$ cat config.mk
export PLATFORM = sky130hd
export DESIGN_NAME = dac_output_data_transmitter
export DESIGN_NICKNAME = d
export VERILOG_FILES = /design/src/rtl/dac_output_pkg.sv /design/src/rtl/axis_sync_fifo.sv /design/src/rtl/dac_output_data_transmitter.sv
export SDC_FILE = /design/constraint.sdc
export NUM_CORES = 1
export LEC_CHECK = 0
export ABC_AREA = 0
export CORE_MARGIN = 10
export CORE_UTILIZATION = 45
export CTS_CLUSTER_DIAMETER = 150
export DETAILED_ROUTE_END_ITERATION = 7
export PLACE_DENSITY = 0.59
export SLEW_MARGIN = 20
export SYNTH_ARGS = -nofsm -noshare
export SYNTH_HDL_FRONTEND = slang
export SYNTH_SLANG_ARGS = --single-unit
export TNS_END_PERCENT = 100
$ cat constraint.sdc
create_clock -name s00_axis_aclk -period 7.1 [get_ports s00_axis_aclk]
set_input_delay 1.42 -clock s00_axis_aclk [delete_from_list [all_inputs] [get_ports s00_axis_aclk]]
set_output_delay 1.42 -clock s00_axis_aclk [all_outputs]
set_load 0.01 [all_outputs]
$ cat src/rtl/dac_output_pkg.sv
// Shared types and widths for the DAC output transmitter.
package dac_output_pkg;

    localparam int SAMPLE_W = 16;
    localparam int WORD_W   = 32;

    typedef enum logic [1:0] {
        IDLE,
        FILL,
        PLAY
    } state_t;

endpackage

$ cat src/rtl/axis_sync_fifo.sv
// Single-clock first-word-fall-through FIFO; dout shows the head word whenever not empty.
module axis_sync_fifo #(
    parameter int WIDTH = 32,
    parameter int DEPTH = 16
) (
    input  logic                     clk,
    input  logic                     rst,
    input  logic                     push,
    input  logic                     pop,
    input  logic [WIDTH-1:0]         din,
    output logic [WIDTH-1:0]         dout,
    output logic                     full,
    output logic                     empty,
    output logic [$clog2(DEPTH):0]   count
);

    localparam int AW    = $clog2(DEPTH);
    localparam int CNT_W = AW + 1;

    logic [WIDTH-1:0] mem [DEPTH];
    logic [AW-1:0]    wr_ptr;
    logic [AW-1:0]    rd_ptr;
    logic             do_push;
    logic             do_pop;

    assign full    = (count == CNT_W'(DEPTH));
    assign empty   = (count == '0);
    assign do_push = push && !full;
    assign do_pop  = pop && !empty;
    assign dout    = mem[rd_ptr];

    // NOTE: storage has no reset; the pointers and count alone define what is valid.
    always_ff @(posedge clk) begin
        if (do_push)
            mem[wr_ptr] <= din;
    end

    // NOTE: sequential state uses non-blocking assignments so every register samples pre-edge values.
    always_ff @(posedge clk or posedge rst) begin
        if (rst) begin
            wr_ptr <= '0;
            rd_ptr <= '0;
            count  <= '0;
        end else begin
            if (do_push)
                wr_ptr <= wr_ptr + 1'b1;
            if (do_pop)
                rd_ptr <= rd_ptr + 1'b1;
            case ({do_push, do_pop})
                2'b10:   count <= count + 1'b1;
                2'b01:   count <= count - 1'b1;
                default: count <= count;
            endcase
        end
    end

endmodule

$ cat src/rtl/dac_output_data_transmitter.sv
// AXI-Stream slave that buffers packed sample pairs and replays them as a 16-bit stream, low half first.
module dac_output_data_transmitter
    import dac_output_pkg::*;
#(
    parameter int FIFO_DEPTH  = 16,
    parameter int PRIME_LEVEL = 8
) (
    input  logic                s00_axis_aclk,
    input  logic                s00_axis_areset,
    input  logic                s00_axis_tvalid,
    input  logic [WORD_W-1:0]   s00_axis_tdata,
    input  logic [3:0]          s00_axis_tkeep,
    input  logic                s00_axis_tlast,
    output logic                s00_axis_tready,
    input  logic [31:0]         dsize,
    input  logic                start,
    input  logic                test,
    output logic [SAMPLE_W-1:0] dac_data,
    output logic                dac_valid,
    output logic                sr_pc,
    output logic                sr_underrun,
    output logic                sr_lasterr
);

    localparam int CW = $clog2(FIFO_DEPTH) + 1;
    localparam logic [CW-1:0] PRIME_CNT = CW'(PRIME_LEVEL);

    state_t              state;
    state_t              state_next;
    logic [31:0]         len;
    logic [31:0]         rx_cnt;
    logic [31:0]         tx_cnt;
    logic                tmode;
    logic                half;
    logic                start_ok;
    logic                emit;
    logic                accept;
    logic                pop;
    logic [SAMPLE_W-1:0] sample;
    logic                fifo_full;
    logic                fifo_empty;
    logic [CW-1:0]       fifo_count;
    logic [WORD_W-1:0]   fifo_dout;
    logic                unused_tkeep;

    assign unused_tkeep    = ^s00_axis_tkeep;
    assign s00_axis_tready = (state != IDLE) && !tmode && !fifo_full && (rx_cnt < len);
    assign accept          = s00_axis_tvalid && s00_axis_tready;
    assign pop             = emit && half && !tmode;
    // Ramp value is 2*tx_cnt + half, which wraps naturally at 16 bits.
    assign sample          = tmode ? {tx_cnt[14:0], half}
                                   : (half ? fifo_dout[31:16] : fifo_dout[15:0]);

    axis_sync_fifo #(
        .WIDTH (WORD_W),
        .DEPTH (FIFO_DEPTH)
    ) u_fifo (
        .clk   (s00_axis_aclk),
        .rst   (s00_axis_areset),
        .push  (accept),
        .pop   (pop),
        .din   (s00_axis_tdata),
        .dout  (fifo_dout),
        .full  (fifo_full),
        .empty (fifo_empty),
        .count (fifo_count)
    );

    always_ff @(posedge s00_axis_aclk or posedge s00_axis_areset) begin
        if (s00_axis_areset)
            state <= IDLE;
        else
            state <= state_next;
    end

    // NOTE: every combinational output gets a default first, so no path can infer a latch.
    always_comb begin
        state_next = state;
        start_ok   = 1'b0;
        emit       = 1'b0;
        case (state)
            IDLE: begin
                if (start) begin
                    start_ok = 1'b1;
                    if (dsize != '0)
                        state_next = FILL;
                end
            end
            FILL: begin
                if (tmode || (rx_cnt == len) || (fifo_count >= PRIME_CNT))
                    state_next = PLAY;
            end
            PLAY: begin
                emit = tmode || !fifo_empty;
                if (emit && half && (tx_cnt == len - 32'd1))
                    state_next = IDLE;
            end
            default: state_next = IDLE;
        endcase
    end

    always_ff @(posedge s00_axis_aclk or posedge s00_axis_areset) begin
        if (s00_axis_areset) begin
            len         <= '0;
            tmode       <= 1'b0;
            rx_cnt      <= '0;
            tx_cnt      <= '0;
            half        <= 1'b0;
            dac_data    <= '0;
            dac_valid   <= 1'b0;
            sr_pc       <= 1'b0;
            sr_underrun <= 1'b0;
            sr_lasterr  <= 1'b0;
        end else begin
            // Registered from next state so sr_pc rises together with the final dac_valid.
            sr_pc     <= (state_next == IDLE);
            dac_valid <= emit;
            if (emit) begin
                dac_data <= sample;
                half     <= !half;
                if (half)
                    tx_cnt <= tx_cnt + 32'd1;
            end
            if (accept) begin
                rx_cnt <= rx_cnt + 32'd1;
                if (s00_axis_tlast != (rx_cnt == len - 32'd1))
                    sr_lasterr <= 1'b1;
            end
            if ((state == PLAY) && !emit)
                sr_underrun <= 1'b1;
            if (start_ok) begin
                len         <= dsize;
                tmode       <= test;
                rx_cnt      <= '0;
                tx_cnt      <= '0;
                half        <= 1'b0;
                sr_underrun <= 1'b0;
                sr_lasterr  <= 1'b0;
            end
        end
    end

endmodule

==> results.yml <==
outcome:
  outcome: "complete, no violations"
routing:
  drt_iter0_drc: 1204
  ant_nets: 0
  drt_first_pass_iters: 5
  wl_per_cell_um: 25.3
  drc_errors: 0
  routed_wl_um: 68800
  via_count: 15600
  viasPerCell: 5.72
sta:
  period_share_pct: 68.3
  hold_viol: 0
  fmax_mhz: 206
  rsz0062_at_grt: "false"
  setup_viol: 0
  tightestPinTransition_ns: 0.995
  tns_ns: 0
  timing.slew.headroom_pct: 33.5
  maxSlewViolCount: 0
  setup_ws_ns: 2.25
  skew_ns: 0.0317
  min_period_ns: 4.85
cts:
  cts_max_path_buffers: 3
  cts_setup_buffers: 0
  cts_max_level: 3
  holdBufCountCts: 0
  cts_tree: "done"
  clk_pin_slew_ns: 0.06
  clkLatencyLatePin_ns: 0.62
  clock_sinks: 645
  cts_buffers: 70
  cts_root_buf: "clkbuf_16"
  cts.repair.resized: 0
place:
  port_buffers: 90
  gp_congestion: 0.867
  dp_hpwl_um: 42500
  pre_cts_ws_ns: 2.46
cells_and_area:
  fill_cells: 5045
  drive_gt1_share_pct: 17.4
  register_area_sq_um: 18700
  nets: 1946
  multi_input_area_sq_um: 8920
  areaGrowthSynthToFinish_pct: 14.9
logic_synthesis:
  synthCells: 1722
  syn_area_per_cell_sq_um: 16.3
  syn_area_sq_um: 28100
  yosysSeqAreaShare_pct: 66.6
  ys_types: 77
  synth_nets: 1841
  yosys.area.top_type_share_pct: 54.7
  synth.area.top_cells: "edfxtp_1, mux4_2, dfrtp_1"
  synth_area_leader_cell: "edfxtp_1"
  synth_commonest_cells: "edfxtp_1, mux4_2, dfrtp_1"
  synth_top_flop_cell: "edfxtp_1"
  yosysWarningCount: 0
  yosysMostFrequentCell: "edfxtp_1"
  synth_seq_cells: 645
  synth_edf_count: 512
  async_flop_share_pct: 20.6
die:
  ios: 95
  dieWidth_um: 270
  die_y_um: 270
  initial_core_util_pct: 45.5
  core_area_sq_um: 61700
  std_cell_rows: 91
  die-area_sq_um: 72800
pwr:
  seqPwrFrac_pct: 41.7
  combPwrFrac_pct: 28.3
  internal_power_uw: 7980
  leakagePower_uw: 0.0111
  p_sw_uw: 3690
  power.density_nw_per_um2: 361
  p_clk_share_pct: 30.0
  swShare_pct: 31.6
  ir_drop_mv: 0.278
critical_path:
  end_kind: "output port"
  crit_buf_inv: 3
  r2r_slack_ns: 2.48
  crit_path_cell_trace: "inv_1 > ha_1 > a21o_1 > a21o_1 > a21oi_1 > o21ai_0 > o21ai_1 > buf_4 > and2_1 > clkdlybuf4s50_1"
  ff2ff_path_depth: 11
  path_max_fanout: 16
  worstSetupPathType: "flop to output port"
  cpMaxStageDelayCell: "clkdlybuf4s50_1"
  worstReg2RegStart: "len[21]"
  path_common_cell: "a21o_1"
  cp.arrival_ns: 3.43
  crit_required_ns: 5.68
  cp-start-kind: "flop"
  max_stage_delay_ns: 0.56
  cp_top_family: "buffers and inverters"
  timing.rr.end: "u_fifo.mem[15][18]"
grt:
  track_usage_pct: 18.9
  grt_pass1_wl_um: 104000
  overflow: 0
  grt_max_degree: 96
  grt_pass1_vias: 16000
  antenna_found_initial: 4
min_path:
  hp-class: "flop to flop"
  hold_end: "dac_data[6]"
  worstHoldPathCells: 2
  hp-start: "dac_data[6]"
run:
  maxCapViolCount: 0
## power by group through the flow
stage	Clock, uW	Sequential, uW	Combinational, uW
after global routing	3720	4910	3590
final	3500	4860	3300
after CTS	3570	4860	3360
after detailed placement	0	4930	3340
after global placement	0	4920	3310
after floorplan	0	4680	2470
## how the worst max path moves through the flow
stage | from | endpoint | slack [ns] | cells past startpoint
floorplan | len[5] | u_fifo.mem[3][0] | 1.98 | 12
global placement | s00_axis_tvalid | u_fifo.mem[3][31] | 2.55 | 5
detailed placement | s00_axis_tvalid | u_fifo.mem[15][15] | 2.46 | 5
CTS | len[9] | s00_axis_tready | 2.19 | 10
global route | len[9] | s00_axis_tready | 2.04 | 10
finish | len[9] | s00_axis_tready | 2.25 | 10
## worst register-to-register path, stage by stage (launching register included)
cell and delay, ns:
dfrtp_1 0.45, inv_1 0.12, ha_1 0.32, a21o_1 0.17
a21o_1 0.18, a21oi_1 0.16, o21ai_0 0.18, a21oi_1 0.34
and3_1 0.74, nand2_1 0.36, nor2_4 0.84, buf_4 0.44
## layout by cell type (no fill, tap or decap), types with 4 or more instances in the layout
| master | netlist | final |
|---|---|---|
| and3_1 | 23 | 15 |
| and3_2 | 0 | 8 |
| and4_1 | 10 | 10 |
| nand2b_1 | 7 | 7 |
| buf_4 | 0 | 28 |
| mux2i_1 | 24 | 24 |
| clkbuf_8 | 0 | 7 |
| and2_1 | 5 | 4 |
| nand4_1 | 37 | 37 |
| clkinv_2 | 0 | 8 |
| nor3_2 | 2 | 5 |
| clkbuf_1 | 60 | 19 |
| clkinv_1 | 0 | 13 |
| nand3_1 | 27 | 27 |
| nor2b_1 | 6 | 6 |
| mux4_2 | 160 | 160 |
| xnor2_1 | 76 | 76 |
| a21oi_1 | 44 | 44 |
| clkdlybuf4s50_1 | 0 | 90 |
| edfxtp_1 | 512 | 512 |
| xor2_1 | 54 | 54 |
| or3_1 | 20 | 20 |
| dfrtp_1 | 133 | 129 |
| nand2_1 | 104 | 104 |
| clkbuf_16 | 0 | 70 |
| o31ai_1 | 4 | 4 |
| a2111oi_0 | 4 | 4 |
| o21a_1 | 4 | 4 |
| o21ai_0 | 74 | 74 |
| or4_1 | 6 | 6 |
| nor4_1 | 20 | 20 |
| inv_1 | 51 | 50 |
| xnor3_1 | 5 | 5 |
| o211ai_1 | 5 | 5 |
| nor3_1 | 20 | 16 |
| inv_6 | 0 | 4 |
| nor2_4 | 0 | 4 |
| ha_1 | 44 | 44 |
| a21o_1 | 14 | 14 |
| nor2_1 | 85 | 81 |
## layout make-up
class	instances	area share (%)
sequential	645	58.0
clock inverter	32	0.942
clock buffer	96	5.95
inverter	51	0.609
multi-input combinational	938	27.6
antenna	1	0.00775
tap	837	3.24
timing repair buffer	121	3.63
## metal layers
metal | vias up | wire length (um) | track usage, %
met3 | 104 | 3360 | 3.23
met1 | 8082 | 29700 | 25.4
li1 | 6952 | - | -
met2 | 418 | 34000 | 31.2
met4 | 4 | 1690 | 5.34
met5 | - | 26 | 0
## stage by stage
stage | util [%] | total power (uW) | hold slack (ns) | cell area [sq um] | instances
final | 52.3 | 11700 | 0.493 | 32300 | 2721
after global routing | 52.3 | 12200 | 0.524 | 32300 | 2720
after CTS | 52.3 | 11800 | 0.493 | 32300 | 2720
after detailed placement | 48.7 | 8270 | 0.482 | 30100 | 2592
after global placement | 48.7 | 8230 | 0.475 | 30000 | 2592
after floorplan | - | 7150 | 0.474 | 28100 | 1722
## state kept, by name, indices dropped and copies added, names as in the netlist
| register | count |
|---|---|
| sr_underrun | 1 |
| rx_cnt | 32 |
| dac_data | 16 |
| tmode | 1 |
| u_fifo.wr_ptr | 4 |
| u_fifo.rd_ptr | 4 |
| u_fifo.mem | 512 |
| dac_valid | 1 |
| sr_lasterr | 1 |
| half | 1 |
| sr_pc | 1 |
| tx_cnt | 32 |
| u_fifo.count | 5 |
| len | 32 |
| state | 2 |
## logic make-up after synthesis
family | Yosys count | synth area share (%)
DFF | 645 | 66.6
xor gates and xnor gates | 135 | 4.45
AOI/OAI and AO/OA | 183 | 4.00
and+or+nand+nor | 390 | 7.31
adders and majority gates | 45 | 2.03
buffers and inverters | 139 | 1.91
muxes | 185 | 13.7
(Power assumes the default switching activity.)
